File: src/rtl/cpu_bus_decoder_if.sv
`default_nettype none
// ============================================================================
//  Module   : cpu_bus_decoder_if
//  Brief    : CPU memory port and region select/handshake bundle.
//  Revision : 1.0 - initial release
// ============================================================================
interface cpu_bus_decoder_if #(
    parameter int ADDRESS_WIDTH = 24,
    parameter int REGION_BITS   = 3
);
    localparam int c_N = 1 << REGION_BITS;

    logic [ADDRESS_WIDTH-1:0] cpu_address;
    logic                     cpu_mem_valid;
    logic [3:0]               cpu_wstrb;
    logic [c_N-1:0]           region_ready;
    logic [c_N-1:0]           region_en;
    logic [c_N-1:0]           region_write_en;
    logic                     cpu_mem_ready;
    logic                     bus_error;
    logic [ADDRESS_WIDTH-1:0] error_address;

    // Everything outside the decoder: the CPU plus the peripheral handshakes.
    modport master (
        output cpu_address, cpu_mem_valid, cpu_wstrb, region_ready,
        input  region_en, region_write_en, cpu_mem_ready, bus_error, error_address
    );

    modport slave (
        input  cpu_address, cpu_mem_valid, cpu_wstrb, region_ready,
        output region_en, region_write_en, cpu_mem_ready, bus_error, error_address
    );
endinterface
`default_nettype wire

File: src/rtl/cpu_bus_decoder.sv
`default_nettype none
// ============================================================================
//  Module   : cpu_bus_decoder
//  Brief    : Registered region decoder / ready generator with bus error.
//             Define CPU_BUS_DECODER_TIMEOUT_EN to enable the handshake watchdog.
//  Revision : 1.0 - initial release
// ============================================================================
module cpu_bus_decoder #(
    parameter int                             ADDRESS_WIDTH    = 24,
    parameter int                             REGION_BITS      = 3,
    parameter logic [(1<<REGION_BITS)-1:0]    REGION_MAP       = '1,
    parameter logic [(1<<REGION_BITS)-1:0]    REGION_HANDSHAKE = '0,
    parameter logic [4*(1<<REGION_BITS)-1:0]  REGION_WAIT      = '0,
    parameter int                             TIMEOUT_CYCLES   = 255
) (
    input  logic              clk,
    input  logic              reset,
    cpu_bus_decoder_if.slave  bus
);
    localparam int c_N = 1 << REGION_BITS;

    if (TIMEOUT_CYCLES < 1 || TIMEOUT_CYCLES > 65535) begin : g_bad_timeout
        $error("cpu_bus_decoder: TIMEOUT_CYCLES must be 1..65535");
    end

    typedef enum logic [1:0] {
        ST_IDLE   = 2'd0,
        ST_ACCESS = 2'd1,
        ST_DONE   = 2'd2
    } state_t;

    state_t                   state_q, state_d;
    logic [REGION_BITS-1:0]   region_q, region_d;
    logic [ADDRESS_WIDTH-1:0] addr_q, addr_d;
    logic [3:0]               wstrb_q, wstrb_d;
    logic [3:0]               wait_q, wait_d;
    logic [c_N-1:0]           region_en_q, region_en_d;
    logic [c_N-1:0]           region_write_en_q, region_write_en_d;
    logic                     cpu_mem_ready_q, cpu_mem_ready_d;
    logic                     bus_error_q, bus_error_d;
    logic [ADDRESS_WIDTH-1:0] error_address_q, error_address_d;
    logic [REGION_BITS-1:0]   w_req_region;
`ifdef CPU_BUS_DECODER_TIMEOUT_EN
    localparam logic [15:0]   c_TIMEOUT_M1 = 16'(TIMEOUT_CYCLES - 1);
    logic [15:0]              watchdog_q, watchdog_d;
`endif

    assign w_req_region = bus.cpu_address[ADDRESS_WIDTH-1 -: REGION_BITS];

    always_comb begin
        state_d         = state_q;
        region_d        = region_q;
        addr_d          = addr_q;
        wstrb_d         = wstrb_q;
        wait_d          = wait_q;
        error_address_d = error_address_q;
        bus_error_d     = 1'b0;
`ifdef CPU_BUS_DECODER_TIMEOUT_EN
        watchdog_d      = watchdog_q;
`endif
        case (state_q)
            ST_IDLE: begin
                if (bus.cpu_mem_valid) begin
                    region_d = w_req_region;
                    addr_d   = bus.cpu_address;
                    wstrb_d  = bus.cpu_wstrb;
                    if (REGION_MAP[w_req_region]) begin
                        state_d = ST_ACCESS;
                        wait_d  = REGION_WAIT[{w_req_region, 2'b00} +: 4];
`ifdef CPU_BUS_DECODER_TIMEOUT_EN
                        watchdog_d = 16'd0;
`endif
                    end else begin
                        state_d         = ST_DONE;
                        bus_error_d     = 1'b1;
                        error_address_d = bus.cpu_address;
                    end
                end
            end
            ST_ACCESS: begin
                if (!bus.cpu_mem_valid) begin
                    state_d = ST_IDLE;
                end else if (REGION_HANDSHAKE[region_q]) begin
                    // Ready is tested first so it beats a simultaneous timeout.
                    if (bus.region_ready[region_q]) begin
                        state_d = ST_DONE;
                    end
`ifdef CPU_BUS_DECODER_TIMEOUT_EN
                    else if (watchdog_q == c_TIMEOUT_M1) begin
                        state_d         = ST_DONE;
                        bus_error_d     = 1'b1;
                        error_address_d = addr_q;
                    end else begin
                        watchdog_d = watchdog_q + 16'd1;
                    end
`endif
                end else if (wait_q == 4'd0) begin
                    state_d = ST_DONE;
                end else begin
                    wait_d = wait_q - 4'd1;
                end
            end
            ST_DONE: state_d = ST_IDLE;
            default: state_d = ST_IDLE;
        endcase

        // Outputs are derived from the next state so every port is a flop.
        region_en_d       = '0;
        region_write_en_d = '0;
        if (state_d == ST_ACCESS || (state_d == ST_DONE && state_q == ST_ACCESS)) begin
            region_en_d = c_N'(1) << region_d;
        end
        if (wstrb_d != 4'd0) begin
            region_write_en_d = region_en_d;
        end
        cpu_mem_ready_d = (state_d == ST_DONE);
    end

    always_ff @(posedge clk or posedge reset) begin
        if (reset) begin
            state_q           <= ST_IDLE;
            region_q          <= '0;
            addr_q            <= '0;
            wstrb_q           <= '0;
            wait_q            <= '0;
            region_en_q       <= '0;
            region_write_en_q <= '0;
            cpu_mem_ready_q   <= 1'b0;
            bus_error_q       <= 1'b0;
            error_address_q   <= '0;
`ifdef CPU_BUS_DECODER_TIMEOUT_EN
            watchdog_q        <= '0;
`endif
        end else begin
            state_q           <= state_d;
            region_q          <= region_d;
            addr_q            <= addr_d;
            wstrb_q           <= wstrb_d;
            wait_q            <= wait_d;
            region_en_q       <= region_en_d;
            region_write_en_q <= region_write_en_d;
            cpu_mem_ready_q   <= cpu_mem_ready_d;
            bus_error_q       <= bus_error_d;
            error_address_q   <= error_address_d;
`ifdef CPU_BUS_DECODER_TIMEOUT_EN
            watchdog_q        <= watchdog_d;
`endif
        end
    end

    assign bus.region_en       = region_en_q;
    assign bus.region_write_en = region_write_en_q;
    assign bus.cpu_mem_ready   = cpu_mem_ready_q;
    assign bus.bus_error       = bus_error_q;
    assign bus.error_address   = error_address_q;
endmodule
`default_nettype wire

File: src/flat_wrapper.sv
// flat-port wrapper written by rule: the top's interface ports become plain ports
module cpu_bus_decoder_flat 
#(
    parameter int                             ADDRESS_WIDTH    = 24,
    parameter int                             REGION_BITS      = 3,
    parameter logic [(1<<REGION_BITS)-1:0]    REGION_MAP       = '1,
    parameter logic [(1<<REGION_BITS)-1:0]    REGION_HANDSHAKE = '0,
    parameter logic [4*(1<<REGION_BITS)-1:0]  REGION_WAIT      = '0,
    parameter int                             TIMEOUT_CYCLES   = 255
)
  (clk, reset, bus_cpu_address, bus_cpu_mem_valid, bus_cpu_wstrb, bus_region_ready, bus_region_en, bus_region_write_en, bus_cpu_mem_ready, bus_bus_error, bus_error_address);
  cpu_bus_decoder_if #(.ADDRESS_WIDTH(ADDRESS_WIDTH), .REGION_BITS(REGION_BITS)) bus_i ();
  input  logic clk;
  input  logic reset;
  input wire logic [$bits(bus_i.cpu_address)-1:0] bus_cpu_address;
  input wire logic [$bits(bus_i.cpu_mem_valid)-1:0] bus_cpu_mem_valid;
  input wire logic [$bits(bus_i.cpu_wstrb)-1:0] bus_cpu_wstrb;
  input wire logic [$bits(bus_i.region_ready)-1:0] bus_region_ready;
  output wire logic [$bits(bus_i.region_en)-1:0] bus_region_en;
  output wire logic [$bits(bus_i.region_write_en)-1:0] bus_region_write_en;
  output wire logic [$bits(bus_i.cpu_mem_ready)-1:0] bus_cpu_mem_ready;
  output wire logic [$bits(bus_i.bus_error)-1:0] bus_bus_error;
  output wire logic [$bits(bus_i.error_address)-1:0] bus_error_address;
  assign bus_i.cpu_address = bus_cpu_address;
  assign bus_i.cpu_mem_valid = bus_cpu_mem_valid;
  assign bus_i.cpu_wstrb = bus_cpu_wstrb;
  assign bus_i.region_ready = bus_region_ready;
  assign bus_region_en = bus_i.region_en;
  assign bus_region_write_en = bus_i.region_write_en;
  assign bus_cpu_mem_ready = bus_i.cpu_mem_ready;
  assign bus_bus_error = bus_i.bus_error;
  assign bus_error_address = bus_i.error_address;
  cpu_bus_decoder #(.ADDRESS_WIDTH(ADDRESS_WIDTH), .REGION_BITS(REGION_BITS), .REGION_MAP(REGION_MAP), .REGION_HANDSHAKE(REGION_HANDSHAKE), .REGION_WAIT(REGION_WAIT), .TIMEOUT_CYCLES(TIMEOUT_CYCLES)) u_core (.clk(clk), .reset(reset), .bus(bus_i));
endmodule
File: config.mk
export PLATFORM = sky130hd
export DESIGN_NAME = cpu_bus_decoder_flat
export DESIGN_NICKNAME = d
export VERILOG_FILES = /design/src/rtl/cpu_bus_decoder_if.sv /design/src/rtl/cpu_bus_decoder.sv /design/src/flat_wrapper.sv
export SDC_FILE = /design/constraint.sdc
export NUM_CORES = 1
export LEC_CHECK = 0
export BUFFER_PORTS_ARGS = -buffer_cell sky130_fd_sc_hd__clkbuf_2
export CORE_ASPECT_RATIO = 1.4
export CORE_UTILIZATION = 35
export DETAILED_ROUTE_END_ITERATION = 8
export PLACE_DENSITY = 0.77
export SLEW_MARGIN = 15
export SYNTH_ARGS = -nofsm -noshare
export SYNTH_HDL_FRONTEND = slang
export SYNTH_SLANG_ARGS = --single-unit
File: constraint.sdc
create_clock -name clk -period 2 [get_ports clk]
set_input_delay 0.1 -clock clk [delete_from_list [all_inputs] [get_ports clk]]
set_output_delay 0.1 -clock clk [all_outputs]
set_load 0.005 [all_outputs]
-- Word level (Yosys, flattened, before mapping)
Memory sizes are Yosys's and may differ from the RTL's.
Index checks and enable logic that the tools add are counted.
Widths: inputs -> output; s select.
- flip-flop bits (word level): 55
- memory bits (read-only): 16
- input bits: 39
- output and inout bits: 42
- word-level logic and storage cells: 59
- memories: 2
- memories (name ; words ; width ; rd ports ; clocked after memory_dff ; wr ports ; line ; RTL):
    (name not given) ; 8 ; 1 ; 1 ; 0 ; 0 ; cpu_bus_decoder.sv:83 ; end else if (REGION_HANDSHAKE[region_q]) begin
    (name not given) ; 8 ; 1 ; 1 ; 0 ; 0 ; cpu_bus_decoder.sv:67 ; if (REGION_MAP[w_req_region]) begin
- $add $sub $neg: 1
- magnitude comparators: 2
- equal/unequal tests: 8
- shift operators: 2
- mux-type cells: 26
- bitwise logic cells: 1
- reduce and logical (&&, ||, !) cells: 8
- operator list (cell ; count):
    $shiftx 32x6->4 const A ; 1
    $mux 4 ; 7
    $mux 8 ; 2
    $mux 2 ; 6
    $lt 3x4->1 const B ; 2
    $ne 2x2->1 const B ; 4
    $pmux 4 s2 ; 1
    $shl 1x3->8 const A ; 1
    $mux 1 ; 6
    $mux 3 ; 2
    $reduce_and 6->1 ; 1
    $eq 2x1->1 const B ; 2
    $logic_not 4->1 ; 1
    $pmux 2 s2 ; 1
    $reduce_bool 4->1 ; 1
    $sub 4x1->4 const B ; 1
    $bmux 1 s3 ; 1
    $reduce_and 3->1 ; 1
    $eq 2x2->1 const B ; 1
    $logic_not 2->1 ; 1
    $ne 2x1->1 const B ; 1
    $reduce_bool 2->1 ; 1
    $logic_and 1x1->1 ; 1
    $logic_or 1x1->1 ; 1
    $not 1->1 ; 1

-- Longest topological paths before layout
- depth in word-level cells: 11
- depth in mapped cells: 5

-- Least setup slack after synthesis
OpenSTA, ideal clock, no wires.
- path kind: flip-flop to flip-flop
- start: register u_core.wait_q[0]
- end: register u_core.wait_q[3]
- setup time: 126 ps
- data arrival time: 1323 ps
- data required time: 1874 ps
- path slack: 551 ps
- cell stages (with the launch flop): 6
- buffers on the path: 0
- clock period less this slack: 1449 ps
- cell sequence: dfrtp_1 inv_1 ha_1 nor3b_1 a21oi_1 a221o_1
- longest elaborated chain between the ends: 5
- elaborated cells on any way between the ends: 8
- those cells by class: 1 x add/sub; 1 x eq/ne; 4 x mux; 2 x reduce/logical
- RTL lines (what ; line ; RTL):
    start: declaration ; cpu_bus_decoder.sv:36 ; logic [3:0] wait_q, wait_d;
    start signal: assignment ; cpu_bus_decoder.sv:139 ; wait_q <= wait_d;
    $sub 4x1->4 ; cpu_bus_decoder.sv:100 ; wait_d = wait_q - 4'd1;
    $mux 4 ; cpu_bus_decoder.sv:97 ; end else if (wait_q == 4'd0) begin
    $mux 4 ; cpu_bus_decoder.sv:83 ;
    $mux 4 ; cpu_bus_decoder.sv:81 ; if (!bus.cpu_mem_valid) begin
    $pmux 4 s2 ; cpu_bus_decoder.sv:61 ; case (state_q)
Parallel ways exist; a longest one is shown, timed or not. The select of a mux whose other input is x is not followed.
A chain may end at the register's enable or synchronous reset.

-- Worst setup path in the final report
Same ends and word-level chain as after synthesis.

==> flow_summary.yaml <==
yosys:
  synth-seq-cells: 30
  synth_edf_count: 0
  seq_area_frac_synth: 0.507
  post-synth-top-area-cell: "dfrtp_1"
  synthArstFlopShare: 1.00
  synth_flop_cell: "dfrtp_1"
  ys.warnings.count: 0
  synth_top_area_frac: 0.507
  synthTopCellsByArea: "dfrtp_1, buf_4, nand2_1, mux2i_1, a21oi_1"
  netlist_instances: 149
  synth_cell_types: 28
  synth_area_sq_um: 1480
  avgSynthCellArea_sq_um: 9.94
power_and_ir_drop:
  power.density_nw_per_um2: 1200
  power.leakage_nw: 0.901
  peakVddDrop_uv: 296
  total_power_mw: 1.99
floorplanning:
  die_h_microns: 79.0
  core_sq_um: 3990
  boundaryPins: 81
  die_area_sq_um: 4500
  num_rows: 27
  die_x_microns: 57.0
  initial_core_util: 0.372
drt:
  avgViaCountPerCell: 4.65
  first_pass_iters: 6
  via_count: 1036
  drc: 4
  wirelength_mm: 2.36
  drtIter0Drc: 21
  antenna_left: 0
  wl_per_cell_microns: 10.6
sta:
  hold_ws_ns: 0.0220
  finalSetupViolCount: 0
  finalSetupTns_ns: 0
  worst_slack_ns: 0.295
  fin_skew_ns: 0.00511
  max_slew_margin: 0.559
  fin_crit_ns: 1.70
  slew_viol_final: 0
  worstMarginPinSlew_ns: 0.660
  fin_crit_sh: 0.852
  clock.fmax_mhz: 587
  hold_viol_final: 0
  rsz0062_at_grt: "false"
place:
  routabilityCongestion: 0.791
  dp.cells: 214
  io_buffers: 26
  dp_hpwl_mm: 1.82
  dpl_cell_area_sq_um: 1560
  pre_cts_slack_ns: 0.345
critical_path:
  cp-end-kind: "flop"
  rr_startpoint: "u_core.wait_q[0]"
  arrival_ns: 1.86
  crit_path_max_fanout: 4
  cp-start-kind: "flop"
  timing.rr.end: "u_core.wait_q[3]"
  reg2reg_setup_slack_ns: 0.30
  critical_path.max_stage_delay_ns: 0.39
  worstPathRequired_ns: 2.16
  reg2reg_depth: 5
  cp_slowest_cell: "dfrtp_1"
  worstSetupPathType: "flop to flop"
  cp_cell_sequence: "inv_1 > ha_1 > nor3b_1 > a21oi_1 > a221o_1"
cts:
  insertion_delay_ns: 0.28
  cts_tree: "yes"
  clkTransAtPathRegs_ns: 0.06
  cts_inserted_buffers: 5
  ctsResizeCount: 0
  htree_levels: 2
  cts_setup_buffers: 0
  clkSinkCount: 30
  cts_max_path_buffers: 2
  postCtsHoldBufs: 1
  cts_root_buf: "clkbuf_8"
cells_and_area:
  fin_area_sq_um: 1660
  antenna_cells: 0
  mostFrequentLayoutCell: "dfrtp_1"
  final_util: 0.417
  area_growth_pct: 12.2
  num-nets-final: 220
  drive_gt1_frac: 0.228
  fin_cells: 223
  layout_common_cells: "dfrtp_1, clkbuf_2, conb_1"
worst_hold_path:
  hp-start: "bus_cpu_wstrb[2]"
  whs_path_depth: 3
  min_path_type: "input pin to flop"
  min_to: "u_core.wstrb_q[2]"
grt:
  grt_max_degree: 17
  grt_pass1_vias: 926
  globalRouteTotalUtil: 0.116
  gr-total-overflow: 0
  antenna_found_initial: 0
  grt_pass1_wl_mm: 3.95
run_status:
  outcome: "complete, but fails checks"
  violations: "design-rule violations"
job:
  drv_cap: 0
[registers in the layout, indices dropped and copies added (netlist names)]
name                        flops
u_core.bus.region_en            8
u_core.bus.region_write_en      8
u_core.wait_q                   4
u_core.wstrb_q                  4
u_core.region_q                 3
u_core.state_q                  2
u_core.bus.cpu_mem_ready        1
[where the power goes]
group | switching [mW] | internal [mW] | leakage, nW
clock | 0.203 | 0.276 | 0.0482
combinational | 0.357 | 0.278 | 0.455
sequential | 0.102 | 0.772 | 0.398
total | 0.662 | 1.33 | 0.901
[kinds of logic after synthesis]
kind of cell	share of synthesized area
and+or+nand+nor	0.215
other	0.00253
adders and majority gates	0.0169
muxes	0.0507
buffers and inverters	0.154
AOI/OAI and AO/OA	0.0549
DFF	0.507
[worst max-delay path: cells and delay by family (launching register included)]
family	cells	cell delay, ns
AO/OA/AOI/OAI	2	0.54
adder cells (fa/ha/maj)	1	0.17
buffers and inverters	1	0.13
flip-flops	1	0.39
AND/OR/NAND/NOR	1	0.35
[area by class of cell]
cell class              count  area [sq um]
fillers                   396          2320
flip-flops and latches     30           751
multi-input cells         109           593
repair buffers             30           163
clock buffers               7          86.3
well taps                  43          53.8
inverters                   3          11.3
clock inverters             1          5.00
[per-layer routing]
layer / GRT usage / vias up / part of all wire
li1: - / 500 / -
met1: 0.114 / 480 / 0.38
met2: 0.209 / 49 / 0.54
met3: 0.0179 / 7 / 0.052
met4: 0.0976 / 0 / 0.036
met5: 0 / - / 0
[how the worst max path moves through the flow]
stage | slack, ns | startpoint | depth (start not counted) | endpoint
global route | 0.21 | u_core.wait_q[0] | 5 | u_core.wait_q[3]
floorplan | 0.55 | u_core.wait_q[0] | 5 | u_core.wait_q[3]
CTS | 0.31 | u_core.wait_q[0] | 5 | u_core.wait_q[3]
detailed placement | 0.35 | u_core.wait_q[0] | 5 | u_core.wait_q[3]
finish | 0.30 | u_core.wait_q[0] | 5 | u_core.wait_q[3]
global placement | 0.40 | u_core.wait_q[0] | 5 | u_core.wait_q[3]
[Yosys cell counts (3+ instances only)]
cell type,instances
nor2b_1,5
dfrtp_1,30
buf_2,5
mux2i_1,6
nand3_1,6
nand2b_1,5
inv_1,3
nor2_1,8
nand2_1,24
buf_4,25
a21oi_1,9
Power figures use the tool's default switching activity.
